===== src/rtl/ibex_prefetch_buffer_nreq.sv =====
`default_nettype none
// ============================================================================
// Module   : ibex_prefetch_buffer_nreq
// Purpose  : Sequential instruction prefetcher. It supports a configurable
//            number of outstanding bus requests, an integrated word FIFO,
//            a throttle mode and occupancy status outputs.
// Revision : 1.0 - initial release
// ============================================================================
module ibex_prefetch_buffer_nreq #(
   parameter int unsigned NumReqs   = 2,
   parameter int unsigned FifoDepth = 3,
   parameter bit          ResetAll  = 1'b0
) (
   input  logic        clk_i,
   input  logic        rst_ni,
   input  logic        req_i,
   input  logic        branch_i,
   input  logic [31:0] addr_i,
   input  logic        throttle_i,
   input  logic        ready_i,
   output logic        valid_o,
   output logic [31:0] rdata_o,
   output logic [31:0] addr_o,
   output logic        err_o,
   output logic        instr_req_o,
   input  logic        instr_gnt_i,
   output logic [31:0] instr_addr_o,
   input  logic [31:0] instr_rdata_i,
   input  logic        instr_err_i,
   input  logic        instr_rvalid_i,
   output logic        busy_o,
   output logic [2:0]  outstanding_o,
   output logic [3:0]  fifo_level_o
);

   localparam logic [2:0] c_num_reqs   = 3'(NumReqs);
   localparam logic [3:0] c_fifo_depth = 4'(FifoDepth);

   // Control state (always reset)
   logic [2:0]  r_out_cnt;
   logic [2:0]  r_disc_cnt;
   logic        r_held_valid;
   logic        r_held_disc;
   logic [3:0]  r_level;

   // Datapath state (reset only when ResetAll)
   logic [31:0] r_held_addr;
   logic [31:0] r_fetch_addr;
   logic [31:0] r_head_addr;
   logic [31:0] r_fifo_data [FifoDepth];
   logic        r_fifo_err  [FifoDepth];

   logic [31:0] w_branch_addr;
   logic [31:0] w_new_addr;
   logic [2:0]  w_live;
   logic [2:0]  w_lim;
   logic        w_space;
   logic        w_new_req;
   logic        w_hold_new;
   logic        w_gnt;
   logic        w_gnt_disc;
   logic        w_drop;
   logic        w_push;
   logic        w_pop;
   logic [3:0]  w_wr_idx;
   logic [2:0]  w_out_cnt_d;
   logic [2:0]  w_disc_cnt_d;
   logic [3:0]  w_level_d;
   logic [31:0] w_fetch_addr_d;
   logic [31:0] w_held_addr_d;
   logic [31:0] w_head_addr_d;
   logic [31:0] w_fifo_data_d [FifoDepth];
   logic        w_fifo_err_d  [FifoDepth];
   logic        w_unused_addr_lsb;

   assign w_branch_addr     = {addr_i[31:2], 2'b00};
   assign w_unused_addr_lsb = ^addr_i[1:0];

   // Requests in flight whose data will still be kept
   assign w_live    = r_out_cnt - r_disc_cnt;
   assign w_lim     = throttle_i ? 3'd1 : c_num_reqs;
   // A branch flushes the FIFO and discards every live request, so space is free
   assign w_space   = branch_i ? 1'b1 : ((r_level + {1'b0, w_live}) < c_fifo_depth);
   assign w_new_req = req_i & ~r_held_valid & (r_out_cnt < w_lim) & w_space;
   assign w_new_addr = branch_i ? w_branch_addr : r_fetch_addr;
   assign w_hold_new = w_new_req & ~instr_gnt_i;

   // A held request keeps the bus until granted, even across a branch
   assign instr_req_o  = r_held_valid | w_new_req;
   assign instr_addr_o = r_held_valid ? r_held_addr : w_new_addr;

   assign w_gnt      = instr_req_o & instr_gnt_i;
   // A held request granted in (or after) a branch cycle belongs to the old stream
   assign w_gnt_disc = w_gnt & r_held_valid & (r_held_disc | branch_i);
   assign w_drop     = instr_rvalid_i & (r_disc_cnt != 3'd0);

   assign valid_o  = (r_level != 4'd0);
   assign w_pop    = valid_o & ready_i & ~branch_i;
   assign w_push   = instr_rvalid_i & (r_disc_cnt == 3'd0) & ~branch_i;
   assign w_wr_idx = r_level - {3'b000, w_pop};

   assign rdata_o       = r_fifo_data[0];
   assign err_o         = r_fifo_err[0];
   assign addr_o        = r_head_addr;
   assign busy_o        = instr_req_o | (r_out_cnt != 3'd0);
   assign outstanding_o = r_out_cnt;
   assign fifo_level_o  = r_level;

   // Next values of the outstanding / discard counters and FIFO level
   always_comb begin
      w_out_cnt_d = r_out_cnt + {2'b00, w_gnt} - {2'b00, instr_rvalid_i};
      if (branch_i) begin
         w_disc_cnt_d = r_out_cnt + {2'b00, w_gnt_disc} - {2'b00, instr_rvalid_i};
         w_level_d    = 4'd0;
      end else begin
         w_disc_cnt_d = r_disc_cnt + {2'b00, w_gnt_disc} - {2'b00, w_drop};
         w_level_d    = r_level + {3'b000, w_push} - {3'b000, w_pop};
      end
   end

   // Next values of addresses and FIFO storage (shift-down FIFO, head at entry 0)
   always_comb begin
      w_fetch_addr_d = r_fetch_addr;
      if (w_new_req)     w_fetch_addr_d = w_new_addr + 32'd4;
      else if (branch_i) w_fetch_addr_d = w_branch_addr;
      w_held_addr_d = w_hold_new ? w_new_addr : r_held_addr;
      w_head_addr_d = r_head_addr;
      if (branch_i)   w_head_addr_d = w_branch_addr;
      else if (w_pop) w_head_addr_d = r_head_addr + 32'd4;
      w_fifo_data_d = r_fifo_data;
      w_fifo_err_d  = r_fifo_err;
      if (w_pop) begin
         for (int i = 0; i < FifoDepth - 1; i++) begin
            w_fifo_data_d[i] = r_fifo_data[i+1];
            w_fifo_err_d[i]  = r_fifo_err[i+1];
         end
      end
      if (w_push) begin
         for (int i = 0; i < FifoDepth; i++) begin
            if (4'(i) == w_wr_idx) begin
               w_fifo_data_d[i] = instr_rdata_i;
               w_fifo_err_d[i]  = instr_err_i;
            end
         end
      end
   end

   // Control registers
   always_ff @(posedge clk_i or negedge rst_ni) begin
      if (!rst_ni) begin
         r_out_cnt    <= 3'd0;
         r_disc_cnt   <= 3'd0;
         r_held_valid <= 1'b0;
         r_held_disc  <= 1'b0;
         r_level      <= 4'd0;
      end else begin
         r_out_cnt  <= w_out_cnt_d;
         r_disc_cnt <= w_disc_cnt_d;
         r_level    <= w_level_d;
         if (w_hold_new) begin
            r_held_valid <= 1'b1;
            r_held_disc  <= 1'b0;
         end else if (r_held_valid && instr_gnt_i) begin
            r_held_valid <= 1'b0;
            r_held_disc  <= 1'b0;
         end else if (r_held_valid && branch_i) begin
            r_held_disc  <= 1'b1;
         end
      end
   end

   if (ResetAll) begin : g_dp_reset
      // Datapath registers with reset
      always_ff @(posedge clk_i or negedge rst_ni) begin
         if (!rst_ni) begin
            r_held_addr  <= 32'd0;
            r_fetch_addr <= 32'd0;
            r_head_addr  <= 32'd0;
            for (int i = 0; i < FifoDepth; i++) begin
               r_fifo_data[i] <= 32'd0;
               r_fifo_err[i]  <= 1'b0;
            end
         end else begin
            r_held_addr  <= w_held_addr_d;
            r_fetch_addr <= w_fetch_addr_d;
            r_head_addr  <= w_head_addr_d;
            r_fifo_data  <= w_fifo_data_d;
            r_fifo_err   <= w_fifo_err_d;
         end
      end
   end else begin : g_dp_noreset
      // Datapath registers without reset
      always_ff @(posedge clk_i) begin
         r_held_addr  <= w_held_addr_d;
         r_fetch_addr <= w_fetch_addr_d;
         r_head_addr  <= w_head_addr_d;
         r_fifo_data  <= w_fifo_data_d;
         r_fifo_err   <= w_fifo_err_d;
      end
   end

   a_rvalid_expected : assert property (@(posedge clk_i) disable iff (!rst_ni)
      instr_rvalid_i |-> (r_out_cnt != 3'd0));
   a_req_stable : assert property (@(posedge clk_i) disable iff (!rst_ni)
      (instr_req_o && !instr_gnt_i) |=> (instr_req_o && $stable(instr_addr_o)));
   a_no_overflow : assert property (@(posedge clk_i) disable iff (!rst_ni)
      (w_push && !w_pop) |-> (r_level < c_fifo_depth));

endmodule
`default_nettype wire


===== config.mk =====
export PLATFORM = sky130hd
export DESIGN_NAME = ibex_prefetch_buffer_nreq
export DESIGN_NICKNAME = d
export VERILOG_FILES = /design/src/rtl/ibex_prefetch_buffer_nreq.sv
export SDC_FILE = /design/constraint.sdc
export NUM_CORES = 1
export LEC_CHECK = 0
export CORE_MARGIN = 3
export CORE_UTILIZATION = 35
export CTS_CLUSTER_DIAMETER = 80
export DETAILED_ROUTE_END_ITERATION = 10
export GPL_TIMING_DRIVEN = 0
export HOLD_SLACK_MARGIN = 0.15
export PLACE_DENSITY = 0.67
export SYNTH_ARGS = -nofsm -noshare
export SYNTH_HDL_FRONTEND = slang
export SYNTH_SLANG_ARGS = --single-unit

===== constraint.sdc =====
create_clock -name clk_i -period 12.1 [get_ports clk_i]
set_clock_uncertainty 0.05 [all_clocks]
set_input_delay 1.21 -clock clk_i [delete_from_list [all_inputs] [get_ports clk_i]]
set_output_delay 1.21 -clock clk_i [all_outputs]
set_load 0.01 [all_outputs]

==> flow_metrics.env <==
export IMPL_power_frac_clock_pct=26.9
export IMPL_layout_commonest_cell="clkdlybuf4s50_1"
export IMPL_clock_latency_ns=0.51
export IMPL_grt_pass1_wl_mm=43.51
export IMPL_path_buf_inv=4
export IMPL_avgViaCountPerCell=4.981
export IMPL_grt_max_degree=34
export IMPL_hold_violations=0
export IMPL_ioPinCount=180
export IMPL_path_class="reg -> out"
export IMPL_critPathArrivalTime_ns=4.29
export IMPL_drt_total_wl_mm=27.65
export IMPL_synthDistinctLibCells=56
export IMPL_drtAntennaViolNets=0
export IMPL_cts_setup_buffers=0
export IMPL_hold_class="reg -> reg"
export IMPL_p_int_w=0.001982
export IMPL_ir_drop_mv=0.1276
export IMPL_relSlewSlack_pct=40.24
export IMPL_grt_overflow=0
export IMPL_switchingPower_w=0.0008952
export IMPL_reg2reg_depth=18
export IMPL_slowest_stage="clkbuf_1"
export IMPL_syn2layout_area_growth_pct=31.41
export IMPL_tns_ns=0
export IMPL_p_leak_nw=4.912
export IMPL_seq_area_frac_synth_pct=51.51
export IMPL_critPathMaxFanout=10
export IMPL_wl_per_cell_um=17.91
export IMPL_first_global_vias=7697
export IMPL_grtUsageTotal_pct=17.83
export IMPL_crit_family="buffers and inverters"
export IMPL_max_freq_ghz=0.1802
export IMPL_synth_warnings=0
export IMPL_syn_area_um2=9931
export IMPL_clock_path_buffers=3
export IMPL_startpoint="outstanding_o[0]"
export IMPL_max_stage_delay_ns=0.65
export IMPL_dieHeight_um=174.4
export IMPL_row_count=61
export IMPL_finalNetCount=1247
export IMPL_synth_edf_count=95
export IMPL_start_util_pct=35.65
export IMPL_syn_inst=945
export IMPL_r2r_slack_ns=7.69
export IMPL_synth_seq_cells=205
export IMPL_cts_tree="done"
export IMPL_drv_cap=0
export IMPL_seqPwrFrac_pct=36.9
export IMPL_async_flop_share_pct=5.854
export IMPL_ctsHoldBuffers=0
export IMPL_post_dp_hpwl_mm=19.98
export IMPL_vias=7691
export IMPL_io_buffers=174
export IMPL_root_buffer="clkbuf_16"
export IMPL_cts_max_level=1
export IMPL_drt_iter0_drc=531
export IMPL_endpoint_kind="output pin"
export IMPL_core_um2=27860
export IMPL_drive_above_1_share_pct=11.50
export IMPL_setup_violations=0
export IMPL_rsz0062_at_grt="no"
export IMPL_numCtsBuffers=24
export IMPL_whs_ns=0.4257
export IMPL_synthFlopType="dfxtp_1"
export IMPL_powerDensity_nw_per_um2=220.5
export IMPL_drt_pass1_iter_count=5
export IMPL_crit_cells=13
export IMPL_timing_rr_end="outstanding_o[2]"
export IMPL_path_clk_slew_ns=0.06
export IMPL_drc=0
export IMPL_crit_end="instr_req_o"
export IMPL_place_congestion=0.8535
export IMPL_post_route_min_period_ns=5.550
export IMPL_startpoint_type="flop"
export IMPL_path_cells="inv_1 -> ha_1 -> inv_1 -> fa_1 -> xor2_1 -> xnor2_1 -> ha_1 -> a211oi_1 -> o31ai_1 -> o221ai_2 -> clkbuf_1 -> nand2_1 -> clkdlybuf4s50_1"
export IMPL_fin_crit_sh_pct=45.87
export IMPL_mostFrequentLayoutCells="174 x clkdlybuf4s50_1, 98 x dfxtp_1, 96 x nand2_1, 95 x edfxtp_1, 83 x o21ai_0"
export IMPL_fp_dieW_um=174.4
export IMPL_status="completed"
export IMPL_combPwrFrac_pct=36.2
export IMPL_cts_resized=0
export IMPL_reg2reg_from="outstanding_o[0]"
export IMPL_die_area_um2=30430
export IMPL_cts_num_sinks=205
export IMPL_p_sw_share_pct=31.11
export IMPL_antenna_found_initial=1
export IMPL_syn_avg_cell_area_um2=10.51
export IMPL_worstMarginPinSlew_ns=0.8965
export IMPL_slew_violations=0
export IMPL_cp_data_required_time_ns=10.84
[kinds of logic (layout without fill, tap and decap cells)]
logic type / after synthesis / in the layout / share of synthesized area (%)
AO/OA/AOI/OAI: 153 / 153 / 8.479
buffers and inverters: 137 / 356 / 6.829
multiplexers: 102 / 102 / 10.66
flip-flops: 205 / 205 / 51.51
other: 1 / 3 / 0.03776
adder cells (fa/ha/maj): 27 / 27 / 3.855
XOR/XNOR: 68 / 68 / 5.997
AND/OR/NAND/NOR: 252 / 252 / 12.64
[power by group through the flow]
stage | clock [W] | combinational, W | sequential (W)
after floorplan | 0 | 0.000609 | 0.00106
after detailed placement | 0 | 0.00105 | 0.00107
after CTS | 0.000789 | 0.00106 | 0.00106
after global placement | 0 | 0.00102 | 0.00107
after global routing | 0.000815 | 0.00115 | 0.00109
final | 0.000773 | 0.00104 | 0.00106
[synth_stat cells (all sizes together), types with 4 or more instances]
cell     n  share of area [%]
xor2    44                3.9
a21oi   46                2.3
nand3b   4               0.30
nand4   13               0.88
o31ai    4               0.30
inv     57                2.2
and3     6               0.38
nand3   22                1.1
clkbuf  27                1.0
nand2   96                3.6
ha      21                2.6
nor3    16               0.81
edfxtp  95                 29
dfrtp   12                3.0
fa       6                1.2
mux2    30                3.4
a211oi   4               0.40
nor2b    5               0.31
o21ai   89                4.5
dfxtp   98                 20
mux2i   72                7.3
nor2    57                2.2
xnor2   24                2.1
nor4    11                1.2
nand4b   5               0.44
buf     53                3.7
[cell type report]
class | count | area, um^2
multi-input combinational | 604 | 4153
inverter | 57 | 214.0
fill | 2579 | 14810
clock buffer | 37 | 744.5
tap | 378 | 473.0
sequential | 205 | 5115
buffer | 80 | 464.2
timing repair buffer | 175 | 1769
clock inverter | 7 | 115.1
antenna | 1 | 2.502
[registers in the layout, summed over array words and instances, names as in the netlist]
name           count
r_disc_cnt         3
r_fifo_err         2
rdata_o           32
err_o              1
r_held_disc        1
r_held_addr       32
r_held_valid       1
r_fetch_addr      32
fifo_level_o       4
addr_o            30
outstanding_o      3
r_fifo_data       64
[how the worst min path moves through the flow]
stage,startpoint,end,cells past startpoint
global placement,r_fetch_addr[0],r_fetch_addr[0],1
finish,r_fetch_addr[0],r_fetch_addr[0],1
CTS,r_fetch_addr[0],r_fetch_addr[0],1
floorplan,r_fetch_addr[0],r_fetch_addr[0],1
detailed placement,r_fetch_addr[0],r_fetch_addr[0],1
global route,r_fetch_addr[0],r_fetch_addr[0],1
[metrics by stage]
step | total power, W | utilization (%) | setup WS, ns | cells | cell area [um^2]
6_report | 0.002877 | 46.84 | 6.550 | 1544 | 13050
5_1_grt | 0.003048 | 46.84 | 6.268 | 1544 | 13050
4_1_cts | 0.002906 | 46.84 | 6.491 | 1543 | 13050
3_5_place_dp | 0.002124 | 43.75 | 6.744 | 1499 | 12190
3_3_place_gp | 0.002093 | 43.61 | 6.014 | 1498 | 12150
2_1_floorplan | 0.001665 | - | 7.814 | 946 | 9935
[routing by layer]
| metal | routed length [um] | vias up | global-route usage, % |
|---|---|---|---|
| li1 | - | 3677 | - |
| met1 | 12430 | 3732 | 24.90 |
| met2 | 12650 | 237 | 28.22 |
| met3 | 1767 | 45 | 3.014 |
| met4 | 803 | 0 | 5.831 |
| met5 | 0 | - | 0 |
(Power assumes the default switching activity.)
